==> src/rtl/tl_pkg.sv <==
// Shared phase encodings, light codes and BCD helpers for the traffic light controller.
package tl_pkg;

  localparam logic [2:0] RED0 = 3'd0;
  localparam logic [2:0] NS_G = 3'd1;
  localparam logic [2:0] NS_Y = 3'd2;
  localparam logic [2:0] RED1 = 3'd3;
  localparam logic [2:0] EW_G = 3'd4;
  localparam logic [2:0] EW_Y = 3'd5;

  localparam logic [2:0] L_RED = 3'b100;
  localparam logic [2:0] L_YEL = 3'b010;
  localparam logic [2:0] L_GRN = 3'b001;

  function automatic logic [7:0] to_bcd(input int v);
    int t;
    int o;
    t = v / 10;
    o = v % 10;
    return {t[3:0], o[3:0]};
  endfunction

  function automatic int bcd_val(input logic [7:0] b);
    return int'(b[7:4]) * 10 + int'(b[3:0]);
  endfunction

  // Ones borrow from tens when they underflow; callers never decrement 0x00.
  function automatic logic [7:0] bcd_dec(input logic [7:0] b);
    if (b[3:0] == 4'd0) return {b[7:4] - 4'd1, 4'd9};
    else return {b[7:4], b[3:0] - 4'd1};
  endfunction

  function automatic logic [2:0] next_phase(input logic [2:0] s);
    case (s)
      RED0:    return NS_G;
      NS_G:    return NS_Y;
      NS_Y:    return RED1;
      RED1:    return EW_G;
      EW_G:    return EW_Y;
      default: return RED0;
    endcase
  endfunction

endpackage

==> src/rtl/sec_tick_gen.sv <==
// One-second prescaler: tick is the combinational wrap strobe, sec_tick its registered copy.
module sec_tick_gen #(
  parameter int TICK_CYCLES = 50_000_000
) (
  input  logic clk,
  input  logic rst,
  input  logic en,
  output logic tick,
  output logic sec_tick
);

  localparam int W = (TICK_CYCLES > 1) ? $clog2(TICK_CYCLES) : 1;

  logic [W-1:0] pre;

  assign tick = en && (pre == W'(TICK_CYCLES - 1));

  always_ff @(posedge clk or posedge rst) begin
    if (rst) begin
      pre      <= '0;
      sec_tick <= 1'b0;
    end else begin
      sec_tick <= tick;
      if (en) pre <= tick ? '0 : pre + 1'b1;
    end
  end

endmodule

==> src/rtl/traffic_light_ctrl.sv <==
// Two-way intersection phase sequencer with BCD seconds countdown and pedestrian shortening.
module traffic_light_ctrl
  import tl_pkg::*;
#(
  parameter int TICK_CYCLES = 50_000_000,
  parameter int GREEN_S     = 30,
  parameter int YELLOW_S    = 3,
  parameter int RED_CLR_S   = 2,
  parameter int PED_S       = 5
) (
  input  logic       clk,
  input  logic       rst,
  input  logic       en,
  input  logic       ped_req,
  output logic [2:0] light_ns,
  output logic [2:0] light_ew,
  output logic [3:0] cnt_tens,
  output logic [3:0] cnt_ones,
  output logic [2:0] phase,
  output logic       sec_tick
);

  logic       tick;
  logic [2:0] state, state_nxt;
  logic [7:0] count, count_nxt;
  logic       ped_pend, ped_nxt;
  logic [2:0] ns_nxt, ew_nxt;

  function automatic logic [7:0] dur_bcd(input logic [2:0] s);
    case (s)
      NS_G, EW_G: return to_bcd(GREEN_S);
      NS_Y, EW_Y: return to_bcd(YELLOW_S);
      default:    return to_bcd(RED_CLR_S);
    endcase
  endfunction

  sec_tick_gen #(.TICK_CYCLES(TICK_CYCLES)) u_tick (
    .clk      (clk),
    .rst      (rst),
    .en       (en),
    .tick     (tick),
    .sec_tick (sec_tick)
  );

  // State, count, pedestrian latch and lights all move on the same edge as the tick.
  always_ff @(posedge clk or posedge rst) begin
    if (rst) begin
      state    <= RED0;
      count    <= to_bcd(RED_CLR_S);
      ped_pend <= 1'b0;
      light_ns <= L_RED;
      light_ew <= L_RED;
    end else begin
      state    <= state_nxt;
      count    <= count_nxt;
      ped_pend <= ped_nxt;
      light_ns <= ns_nxt;
      light_ew <= ew_nxt;
    end
  end

  always_comb begin
    state_nxt = state;
    count_nxt = count;
    if (state > EW_Y) begin
      state_nxt = RED0;
      count_nxt = to_bcd(RED_CLR_S);
    end else if (tick) begin
      if (count == 8'h01) begin
        state_nxt = next_phase(state);
        count_nxt = dur_bcd(state_nxt);
      end else if ((state == NS_G || state == EW_G) && ped_pend && bcd_val(count) > PED_S) begin
        count_nxt = to_bcd(PED_S);
      end else begin
        count_nxt = bcd_dec(count);
      end
    end
  end

  // A request seen in the same cycle as a red entry survives into that red phase.
  always_comb begin
    ped_nxt = ped_pend;
    if (state_nxt != state && (state_nxt == RED0 || state_nxt == RED1)) ped_nxt = 1'b0;
    if (ped_req) ped_nxt = 1'b1;
  end

  always_comb begin
    ns_nxt = L_RED;
    ew_nxt = L_RED;
    case (state_nxt)
      NS_G:    ns_nxt = L_GRN;
      NS_Y:    ns_nxt = L_YEL;
      EW_G:    ew_nxt = L_GRN;
      EW_Y:    ew_nxt = L_YEL;
      default: ;
    endcase
  end

  assign cnt_tens = count[7:4];
  assign cnt_ones = count[3:0];
  assign phase    = state;

endmodule

==> config.mk <==
export PLATFORM = sky130hd
export DESIGN_NAME = traffic_light_ctrl
export DESIGN_NICKNAME = d
export VERILOG_FILES = /design/src/rtl/tl_pkg.sv /design/src/rtl/sec_tick_gen.sv /design/src/rtl/traffic_light_ctrl.sv
export SDC_FILE = /design/constraint.sdc
export NUM_CORES = 1
export LEC_CHECK = 0
export CORE_ASPECT_RATIO = 0.8
export CORE_MARGIN = 5
export CORE_UTILIZATION = 35
export CTS_CLUSTER_DIAMETER = 60
export DETAILED_ROUTE_END_ITERATION = 10
export PLACE_DENSITY_LB_ADDON = 0.3
export SETUP_SLACK_MARGIN = 0.02
export SLEW_MARGIN = 20
export SYNTH_ARGS = -nofsm -noshare
export SYNTH_HDL_FRONTEND = slang
export SYNTH_HIERARCHICAL = 1
export SYNTH_SLANG_ARGS = --single-unit
==> constraint.sdc <==
create_clock -name clk -period 3.4 [get_ports clk]
set_input_delay 0.68 -clock clk [delete_from_list [all_inputs] [get_ports clk]]
set_output_delay 0.68 -clock clk [all_outputs]
set_load 0.01 [all_outputs]
==> flow_summary.json <==
{
  "layout.nets": 304,
  "viasPerCell": 5.17,
  "grt_pass1_vias": 2004,
  "critPathMaxFanout": 9,
  "rsz0062_at_grt": "no",
  "holdPathStages": 1,
  "dpl.hpwl_um": 4190,
  "overflow": 0,
  "die_area_um2": 9590,
  "postSynthCellCount": 261,
  "drive_gt1_frac": 0.143,
  "via_count": 2021,
  "start_util": 0.362,
  "rr_worst_depth": 8,
  "setup_viol": 0,
  "fin_crit_sh": 0.849,
  "cts_root_buf": "clkbuf_8",
  "min_period_ns": 2.89,
  "hold_slack_ns": 0.473,
  "cts_made_buffers": 5,
  "grt_max_degree": 28,
  "r2r-end": "count[1]$_DFFE_PP1P_",
  "hold_viol": 0,
  "cts.htree.levels": 2,
  "regArea_um2": 1130,
  "worstSetupStartpointType": "flip-flop",
  "core_um2": 7460,
  "syn_avg_cell_area_um2": 10.4,
  "hp-class": "reg2reg",
  "peakVddDrop_mv": 0.210,
  "port_buffers": 21,
  "max_slew_margin": 0.524,
  "seq_area_frac_synth": 0.418,
  "cts_tree": "built",
  "ant_nets": 0,
  "route.detailed.drc": 0,
  "multi_input_area_um2": 1470,
  "slew_violations": 0,
  "finalWirelength_um": 5690,
  "p_total_w": 0.00100,
  "synth_edf_count": 0,
  "post-cts-setup-buffer-count": 0,
  "wl_per_cell_um": 14.5,
  "dp_slack_ns": 0.508,
  "cp.required_ns": 3.60,
  "firstDrtPassIters": 4,
  "worst_hold_path.endpoint": "u_tick/pre[22]$_DFFE_PP0P_",
  "tightest_slew_ns": 0.714,
  "tns_ns": 0,
  "ff2ff_setup_slack_ns": 0.51,
  "p_per_area_nw_per_um2": 322,
  "cap_violations": 0,
  "n_fill_cell": 727,
  "leakage_nw": 1.35,
  "endpoint_kind": "flip-flop",
  "yosysTopAreaCellShare": 0.389,
  "antenna_cells": 0,
  "outcome": "complete, no violations",
  "cts_resized": 0,
  "antenna_found_initial": 0,
  "min_from": "u_tick/pre[22]$_DFFE_PP0P_",
  "yosysTopAreaCell": "dfrtp_1",
  "synth.most_common_cell": "dfrtp_1",
  "insertion_delay_ns": 0.29,
  "grt_util_all_layers": 0.132,
  "netlist_top_cells_count": "dfrtp_1 (42), nand2_1 (20), nor2_1 (16), inv_1 (15), ha_1 (13)",
  "area_growth_pct": 15.1,
  "crit_type": "reg2reg",
  "fin_ws_ns": 0.513,
  "max_freq_mhz": 346,
  "clock_skew_ns": 0.0108,
  "synth_async_sr_flop_share": 1.00,
  "grt_pass1_wl_um": 10100,
  "ys_types": 64,
  "die_w_um": 108,
  "io_pins": 22,
  "ys_top_cells_by_area": "dfrtp_1 (39%), ha_1 (6.0%), xnor2_1 (3.9%)",
  "numClockSinks": 45,
  "ys_ff_latch": 45,
  "holdBufCountCts": 0,
  "drtIter0Drc": 115,
  "r2r_start": "count[5]$_DFFE_PP0P_",
  "cts.clk_slew.worst_paths_ns": 0.09,
  "die_y_um": 88.6,
  "rows": 28,
  "syn_area_um2": 2700,
  "gpl.final_weighted_congestion": 0.877,
  "worstPathArrival_ns": 3.09,
  "cts.path.max_buffers": 2,
  "syn_nets": 280,
  "synthFlopType": "dfrtp_1",
  "yosys_warnings": 6
}
## how the worst max path moves through the flow
stage | startpoint | end | slack (ns)
detailed placement | en | count[7]$_DFFE_PP0P_ | 0.51
CTS | count[5]$_DFFE_PP0P_ | count[1]$_DFFE_PP1P_ | 0.50
finish | count[5]$_DFFE_PP0P_ | count[1]$_DFFE_PP1P_ | 0.51
global route | count[5]$_DFFE_PP0P_ | count[1]$_DFFE_PP1P_ | 0.35
floorplan | count[5]$_DFFE_PP0P_ | count[0]$_DFFE_PP0P_ | 0.73
global placement | count[5]$_DFFE_PP0P_ | count[1]$_DFFE_PP1P_ | 0.52
## cells in the final DEF (no fill, tap or decap), drive strengths merged, types with 2 or more instances in the layout
master	count
dfrtp	42
clkdlybuf4s50	21
nand2	21
nor2	19
inv	15
nand4	14
ha	13
xnor2	12
nand3	10
o21ai	10
a21oi	8
xor2	7
clkbuf	7
a31oi	6
and3	6
mux2i	5
and4	5
a31o	4
nand2b	4
nor3	4
buf	4
nor4	4
o2bb2ai	3
nand4b	3
dfstp	3
or3	3
nor4b	3
nor2b	2
or2	2
a21boi	2
a21o	2
fa	2
and2	2
## power breakdown
group	switching [W]	internal (W)
clock network	0.000179	0.000146
logic	0.0000387	0.0000348
registers	0.0000382	0.000565
## state kept, by name, summed over array words and instances, names as in the netlist
register         cells
light_ew             3
phase                3
light_ns             3
u_tick/pre          26
u_tick/sec_tick      1
count                8
ped_pend             1
## layer usage
| metal | part of all wire | GRT usage |
|---|---|---|
| met5 | 0 | 0 |
| met4 | 0.015 | 0.0310 |
| met3 | 0.059 | 0.0314 |
| met2 | 0.42 | 0.191 |
| met1 | 0.51 | 0.199 |
## worst max-delay path, stage by stage (launching register included)
cell,delay (ns)
dfrtp_1,0.46
ha_1,0.32
ha_1,0.23
fa_1,0.44
or3_4,0.40
a2111oi_4,0.26
a311oi_4,0.22
nor3_1,0.22
a2bb2oi_1,0.23
## cell families after synthesis
kind of cell | Yosys count | synth area share
buffers and inverters | 23 | 0.0384
and+or+nand+nor | 108 | 0.251
adders and majority gates | 15 | 0.0750
xor gates and xnor gates | 19 | 0.0615
AOI/OAI and AO/OA | 46 | 0.137
muxes | 5 | 0.0185
DFF | 45 | 0.418
## per-stage QoR
step	cells	area [um^2]	utilization
after floorplan	261	2700	-
after global placement	383	3030	0.406
after detailed placement	383	3030	0.406
after CTS	391	3110	0.417
after global routing	391	3110	0.417
final	391	3110	0.417
## cell type report
class,instances,share of cell area
Clock inverter,1,0.00241
Tap cell,105,0.0422
Timing Repair Buffer,25,0.0772
Multi-Input combinational cell,193,0.472
Inverter,15,0.0181
Clock buffer,7,0.0245
Sequential cell,45,0.363
Power figures use the tool's default switching activity.
